===== src/rtl/conv_output_serializer.sv =====
// conv_output_serializer
//   Transmitter side of the layer-to-layer stream. Buffers up to two
//   N_CHANNELS-wide result vectors from the upstream convolutional layer and
//   serializes them channel-0-first into a single-word stream for the next
//   layer. A one-cycle start pulse precedes every frame of FRAME_ROWS vectors.
//
// Ports
//   clk_i      clock, all logic on the rising edge
//   reset_n_i  synchronous, active-low reset
//   valid_i    upstream vector valid
//   ready_o    buffer can accept a vector (independent of valid_i)
//   data_i     packed vector, word c at [c*WORD_SIZE +: WORD_SIZE]
//   valid_o    data_o holds a valid word
//   yumi_i     downstream consumes data_o this cycle
//   data_o     current serialized word (0 while valid_o=0)
//   start_o    one-cycle frame-start pulse
//   last_o     data_o is the final word of the current frame
module conv_output_serializer #(
  parameter int unsigned N_CHANNELS = 2,
  parameter int unsigned WORD_SIZE  = 16,
  parameter int unsigned FRAME_ROWS = 64
) (
  input  logic                             clk_i,
  input  logic                             reset_n_i,
  input  logic                             valid_i,
  output logic                             ready_o,
  input  logic [N_CHANNELS*WORD_SIZE-1:0]  data_i,
  output logic                             valid_o,
  input  logic                             yumi_i,
  output logic [WORD_SIZE-1:0]             data_o,
  output logic                             start_o,
  output logic                             last_o
);

  localparam int unsigned CH_W  = (N_CHANNELS > 1) ? $clog2(N_CHANNELS) : 1;
  localparam int unsigned ROW_W = (FRAME_ROWS > 1) ? $clog2(FRAME_ROWS) : 1;
  localparam logic [CH_W-1:0]  CH_LAST  = CH_W'(N_CHANNELS - 1);
  localparam logic [ROW_W-1:0] ROW_LAST = ROW_W'(FRAME_ROWS - 1);

  typedef enum logic [1:0] {
    eIDLE,
    eSTART,
    eSTREAM
  } state_e;

  state_e state_q;

  // Two-entry vector FIFO
  logic [N_CHANNELS-1:0][WORD_SIZE-1:0] buf_q [2];
  logic [1:0]       count_q;
  logic [1:0]       count_d;
  logic             wr_ptr_q;
  logic             rd_ptr_q;

  // Serialization position
  logic [CH_W-1:0]  ch_q;
  logic [ROW_W-1:0] row_q;

  logic handshake_in;
  logic handshake_out;
  logic ch_last;
  logic row_last;
  logic pop;

  assign ready_o       = reset_n_i & (count_q != 2'd2);
  assign handshake_in  = valid_i & ready_o;
  assign handshake_out = valid_o & yumi_i;
  assign ch_last       = (ch_q == CH_LAST);
  assign row_last      = (row_q == ROW_LAST);
  assign pop           = handshake_out & ch_last;

  assign data_o = valid_o ? buf_q[rd_ptr_q][ch_q] : '0;
  assign last_o = valid_o & ch_last & row_last;

  always_comb begin
    count_d = count_q;
    case ({handshake_in, pop})
      2'b10:   count_d = count_q + 2'd1;
      2'b01:   count_d = count_q - 2'd1;
      default: count_d = count_q;
    endcase
  end

  // Vector storage carries no reset; entries are only read once counted.
  always_ff @(posedge clk_i) begin
    if (handshake_in) begin
      buf_q[wr_ptr_q] <= data_i;
    end
  end

  always_ff @(posedge clk_i) begin
    if (!reset_n_i) begin
      count_q  <= '0;
      wr_ptr_q <= 1'b0;
      rd_ptr_q <= 1'b0;
      ch_q     <= '0;
      row_q    <= '0;
    end else begin
      count_q <= count_d;
      if (handshake_in) begin
        wr_ptr_q <= ~wr_ptr_q;
      end
      if (handshake_out) begin
        if (ch_last) begin
          ch_q     <= '0;
          rd_ptr_q <= ~rd_ptr_q;
          row_q    <= row_last ? '0 : row_q + 1'b1;
        end else begin
          ch_q <= ch_q + 1'b1;
        end
      end
    end
  end

  // valid_o is registered from the next-cycle view: streaming state and a
  // non-empty buffer after this edge's push/pop (count_d).
  always_ff @(posedge clk_i) begin
    if (!reset_n_i) begin
      state_q <= eIDLE;
      valid_o <= 1'b0;
      start_o <= 1'b0;
    end else begin
      start_o <= 1'b0;
      case (state_q)
        eIDLE: begin
          valid_o <= 1'b0;
          if ((count_q != 2'd0) || handshake_in) begin
            state_q <= eSTART;
            start_o <= 1'b1;
          end
        end
        eSTART: begin
          state_q <= eSTREAM;
          valid_o <= (count_d != 2'd0);
        end
        eSTREAM: begin
          if (handshake_out && last_o) begin
            state_q <= eIDLE;
            valid_o <= 1'b0;
          end else begin
            valid_o <= (count_d != 2'd0);
          end
        end
        default: begin
          state_q <= eIDLE;
          valid_o <= 1'b0;
        end
      endcase
    end
  end

endmodule


===== config.mk =====
export PLATFORM = sky130hd
export DESIGN_NAME = conv_output_serializer
export DESIGN_NICKNAME = d
export VERILOG_FILES = /design/src/rtl/conv_output_serializer.sv
export SDC_FILE = /design/constraint.sdc
export NUM_CORES = 1
export LEC_CHECK = 0
export ABC_AREA = 0
export BUFFER_PORTS_ARGS = -buffer_cell sky130_fd_sc_hd__buf_2
export CORE_ASPECT_RATIO = 0.8
export CORE_MARGIN = 2
export CORE_UTILIZATION = 50
export DETAILED_ROUTE_END_ITERATION = 7
export MAX_ROUTING_LAYER = met4
export PLACE_DENSITY = 0.72
export SYNTH_ARGS = -nofsm -noshare
export SYNTH_HDL_FRONTEND = slang
export SYNTH_SLANG_ARGS = --single-unit

===== constraint.sdc =====
create_clock -name clk_i -period 4.81 [get_ports clk_i]
set_input_delay 0.7215 -clock clk_i [delete_from_list [all_inputs] [get_ports clk_i]]
set_output_delay 0.7215 -clock clk_i [all_outputs]
set_load 0.03 [all_outputs]

Yosys cells after proc, flatten, opt, wreduce, memory -nomap -nowiden --
Memories as Yosys holds them, arrays and structs flattened. A register that Yosys moved wholly into a read port is not among the register bits. Cells that the tools add are included. W data, S select, Z words.
Storage, ports and cells: input bits 36, flip-flop bits (word level) 15, memories kept 1, RAM bits 64
Cells by class: add/sub/neg operators 4, reductions and logical operators 8, muxes and demuxes 16, bitwise operators 8, eq/ne operators 8, magnitude comparators 1
Memory list:
- buf_q | words 2, bits a word 32, read ports 1, clocked after memory_dff 1, write ports 1, line 49 | logic [N_CHANNELS-1:0][WORD_SIZE-1:0] buf_q [2];
Operators with widths (count):
- $mux W16 | 3
- $mux W1 | 7
- $add A6 B1 Y6 const B | 1
- $and A1 B1 Y1 | 6
- $eq A6 B6 Y1 const B | 1
- $mux W6 | 1
- $ne A2 B2 Y1 const B | 3
- $pmux W2 S3 | 1
- $reduce_and A2 Y1 | 3
- $eq A2 B1 Y1 const B | 2
- $eq A2 B2 Y1 const B | 2
- $mux W2 | 2
- $pmux W2 S2 | 1
- $reduce_bool A2 Y1 | 2
- $add A2 B1 Y2 const B | 1
- $logic_not A2 Y1 | 1
- $lt A1 B2 Y1 const B | 1
- $not A1 Y1 | 2
- $pmux W1 S2 | 1
- $sub A2 B1 Y2 const B | 1
- $add A1 B1 Y1 const B | 1
- $logic_and A1 B1 Y1 | 1
- $logic_or A1 B1 Y1 | 1

Logic depth before layout (Yosys ltp) --
word-level depth 8, gate-level depth with buffers 7, mapped depth without buffers 6

Worst setup path after synthesis --
No wires, ideal clock.
path kind input -> register, from input reset_n_i, to memory buf_q[1][0] in the netlist's numbering (enable), stages on the path 3, setup slack 1.722 ns, library setup time 0.392 ns, buffers on the path 1, data required time 4.418 ns, data arrival time 2.696 ns, cells stage by stage clkbuf_1 > a21boi_0 > and3_1
On the way: word-level cells in the longest chain between the ends 4
RTL lines:
- start, declared | line 24 | input logic reset_n_i,
- $and A1 B1 Y1 | line 65 | assign ready_o = reset_n_i & (count_q != 2'd2);
- named net ready_o | line 26 | output logic ready_o,
- $and A1 B1 Y1 | line 66 | assign handshake_in = valid_i & ready_o;
- $mux W1 | line 86 | if (handshake_in) begin
- $mux W1 (implied by the code) | line 87 | buf_q[wr_ptr_q] <= data_i;
- end, declared | line 49
The timed path passes the listed nets, and every way through them passes these cells.

==> metrics <==
Die Width=93.8 µm; hold_ws=between 0.4 and 0.5 ns; detailed-route wire length=5200 µm; chip height=75.9 µm; CTS clk-pin slew, worst paths=approximately 0.07 ns; via count of the routed design=around 1.8k; Post-Layout Cell Count=approximately 340; Crit Path Category=reg2out; I/O Pins=56; core area=approximately 0.0063 mm²; P_leak=around 1.4 nW; Min Clock Period, post-route=slightly above 3 ns; Hold Vio Cnt, Final=0; Final Wtd Congestion=just under 0.8; worst vdd ir=255 µV; Ys Warns=0; Worst path slowest cell=dfxtp_1; first-pass GRT wire length=8400 µm; sequential share of the synthesized area=0.695; Overflow after GRT=0; hold buffers post-CTS=0; Detailed Place HPWL=3390 µm; critical path endpoint category=output pin; commonest non-fill, non-tap cell in the layout=edfxtp_1; TritonCTS Buffers=9; vias per inst=about 5.2; Netlist Area Pre-Place=~0.0032 mm²; top cell type's share of synthesized area=0.595; antenna fix cells=0; setup ws final=1.77 ns; Clock Root Buffer=clkbuf_8; largest net degree at the start of global routing=34; synth top area cells=edfxtp_1, dfxtp_1, mux4_2; max-cap violations=0; Mapped Avg Cell Area=between 15 and 20 µm²; Power Dens Cells=363 mW/mm²; row cnt=26; vias in the first global route=approximately 1.8k; Routed Antenna Nets=0; pins over their slew limit=0; First-pass DRT Iterations=4; initial core utilization=0.511; Worst Path Arrival=~2.3 ns; layout cells sized above 1=0.319; CTS max path bufs=2; Reg power frac=0.571; outcome=completed; Max Clock Freq=about 330 MHz; setup bufs post-CTS=0; setup tns final=0 ns; Setup WS pre-CTS=approximately 2.1 ns; gr usage total=0.168; die area=0.00712 mm²; commonest cells after routing, fill and taps aside=edfxtp_1, buf_2, and2_1; clock share of power=0.370; Yosys top cell by area=edfxtp_1; CP bufs+invs=1; initial DRC count=slightly above 100; CP Launch Type=flop; CP Max Fanout=16; wire length per cell=15.5 µm; worst path cell trace=mux4_1 > and2_1 > buf_2; DR DRC count=0; Req. time, crit path=about 4 ns; worst-margin pin slew=approximately 0.98 ns; Buffers on Ports=between 50 and 60; Tightest Hold Check Type=reg2reg; TritonCTS clock tree=built; # clock sinks=80; Max transition margin=0.347; Worst path max stage delay=approximately 0.97 ns; CP top delay family=flip-flops; RSZ-0062 raised after global routing=no; H-tree levels=3; FF+latch count, synth=80; Combinational Power Share=0.059; fin crit share=0.631; Resize count post-CTS=0; Switching Power=approximately 0.28 mW; worst-case clock skew=0.00927 ns; initial antenna violation count=0; nets=approximately 290; final setup fails=0; placed instance count=about 320; Syn-to-layout area delta=16.9%; Syn Inst Count=approximately 190; Int Power=between 1 and 1.5 mW; worst skew pair latency=about 0.35 ns; Unique masters post-synth=32; Sw Ratio=0.202; final instance area=~0.0038 mm²; syn_nets=229; DP Area=0.00356 mm²
[layout make-up]
class | count | area (µm²)
clock buffers | 14 | 174
repair buffers | 56 | 283
well taps | 84 | 105
flip-flops and latches | 80 | 2240
multi-input cells | 95 | 918
fillers | 506 | 2540
clock inverters | 2 | 37.5
inverters | 4 | 15.0
[cell usage after synthesis]
| cell | count |
|---|---|
| o21a_1 | 2 |
| mux4_2 | 10 |
| and3_1 | 4 |
| buf_4 | 1 |
| or3_1 | 1 |
| ha_1 | 6 |
| a211oi_1 | 1 |
| o211a_1 | 1 |
| and2_1 | 20 |
| o211ai_1 | 1 |
| nor3_1 | 1 |
| edfxtp_1 | 64 |
| buf_2 | 2 |
| buf_12 | 1 |
| nand2_1 | 8 |
| o21ai_0 | 3 |
| nand3_1 | 1 |
| inv_1 | 4 |
| buf_6 | 1 |
| o22ai_1 | 1 |
| nor2b_1 | 3 |
| nor2_1 | 7 |
| dfxtp_1 | 16 |
| xor2_1 | 2 |
| nand4_1 | 4 |
| a21oi_1 | 1 |
| mux4_1 | 6 |
| xnor2_1 | 7 |
| a21boi_0 | 2 |
| clkbuf_1 | 3 |
| nand2b_1 | 1 |
| mux2i_1 | 2 |
[logic make-up after synthesis]
family / count (synthesis) / synth area share
AOI/OAI and AO/OA: 12 / 0.0252
xor gates and xnor gates: 9 / 0.0244
adders and majority gates: 6 / 0.0233
buffers and inverters: 12 / 0.0233
DFF: 80 / 0.695
muxes: 18 / 0.125
and+or+nand+nor: 50 / 0.0845
[power groups by stage]
stage	clock (mW)	sequential, mW	combinational, mW
after floorplan	0	0.797	0.0484
after global placement	0	0.798	0.0792
after detailed placement	0	0.799	0.0813
after CTS	0.518	0.783	0.0824
after global routing	0.547	0.785	0.0910
final	0.508	0.783	0.0808
[stage by stage]
stage,power (mW),util
5_1_grt,1.42,0.598
6_report,1.37,0.598
4_1_cts,1.38,0.598
2_1_floorplan,0.845,-
3_3_place_gp,0.877,0.565
3_5_place_dp,0.880,0.565
[state kept, by name (all words and copies together) (netlist names), named ones only]
name and flops:
count_q 2, row_q 6, valid_o 1, rd_ptr_q 1, ch_last 1, state_q 2
wr_ptr_q 1, buf_q 64, start_o 1
[worst reg2reg max path: cells and delay by family, from the launching register on]
| family | cells | cell delay (ns) |
|---|---|---|
| flops | 1 | 0.86 |
| fa+ha+maj | 1 | 0.34 |
| compound gates | 1 | 0.16 |
| simple gates | 2 | 0.85 |
[per-layer routing]
metal  vias to the layer above  share of wire  global-route usage  wire length [µm]
li1                        837              -                   -                 -
met1                       861           0.42               0.188              2170
met2                        45           0.51               0.283              2670
met3                         9          0.054              0.0593               283
met4                         0          0.014              0.0628                74
met5                         -              0                   -                 0
[worst paths after layout]
| path | start | end | slack [ns] | depth (start not counted) |
|---|---|---|---|---|
| hold / removal | state_q[1] | state_q[1] | 0.49 | 2 |
| hold reg to reg | state_q[1] | state_q[1] | 0.49 | 2 |
| setup / recovery | flop | data_o[15] | 1.77 | 3 |
| setup reg to reg | ch_last | count_q[1] | 2.53 | 4 |
No activity file was read; power rests on OpenSTA's default activity.
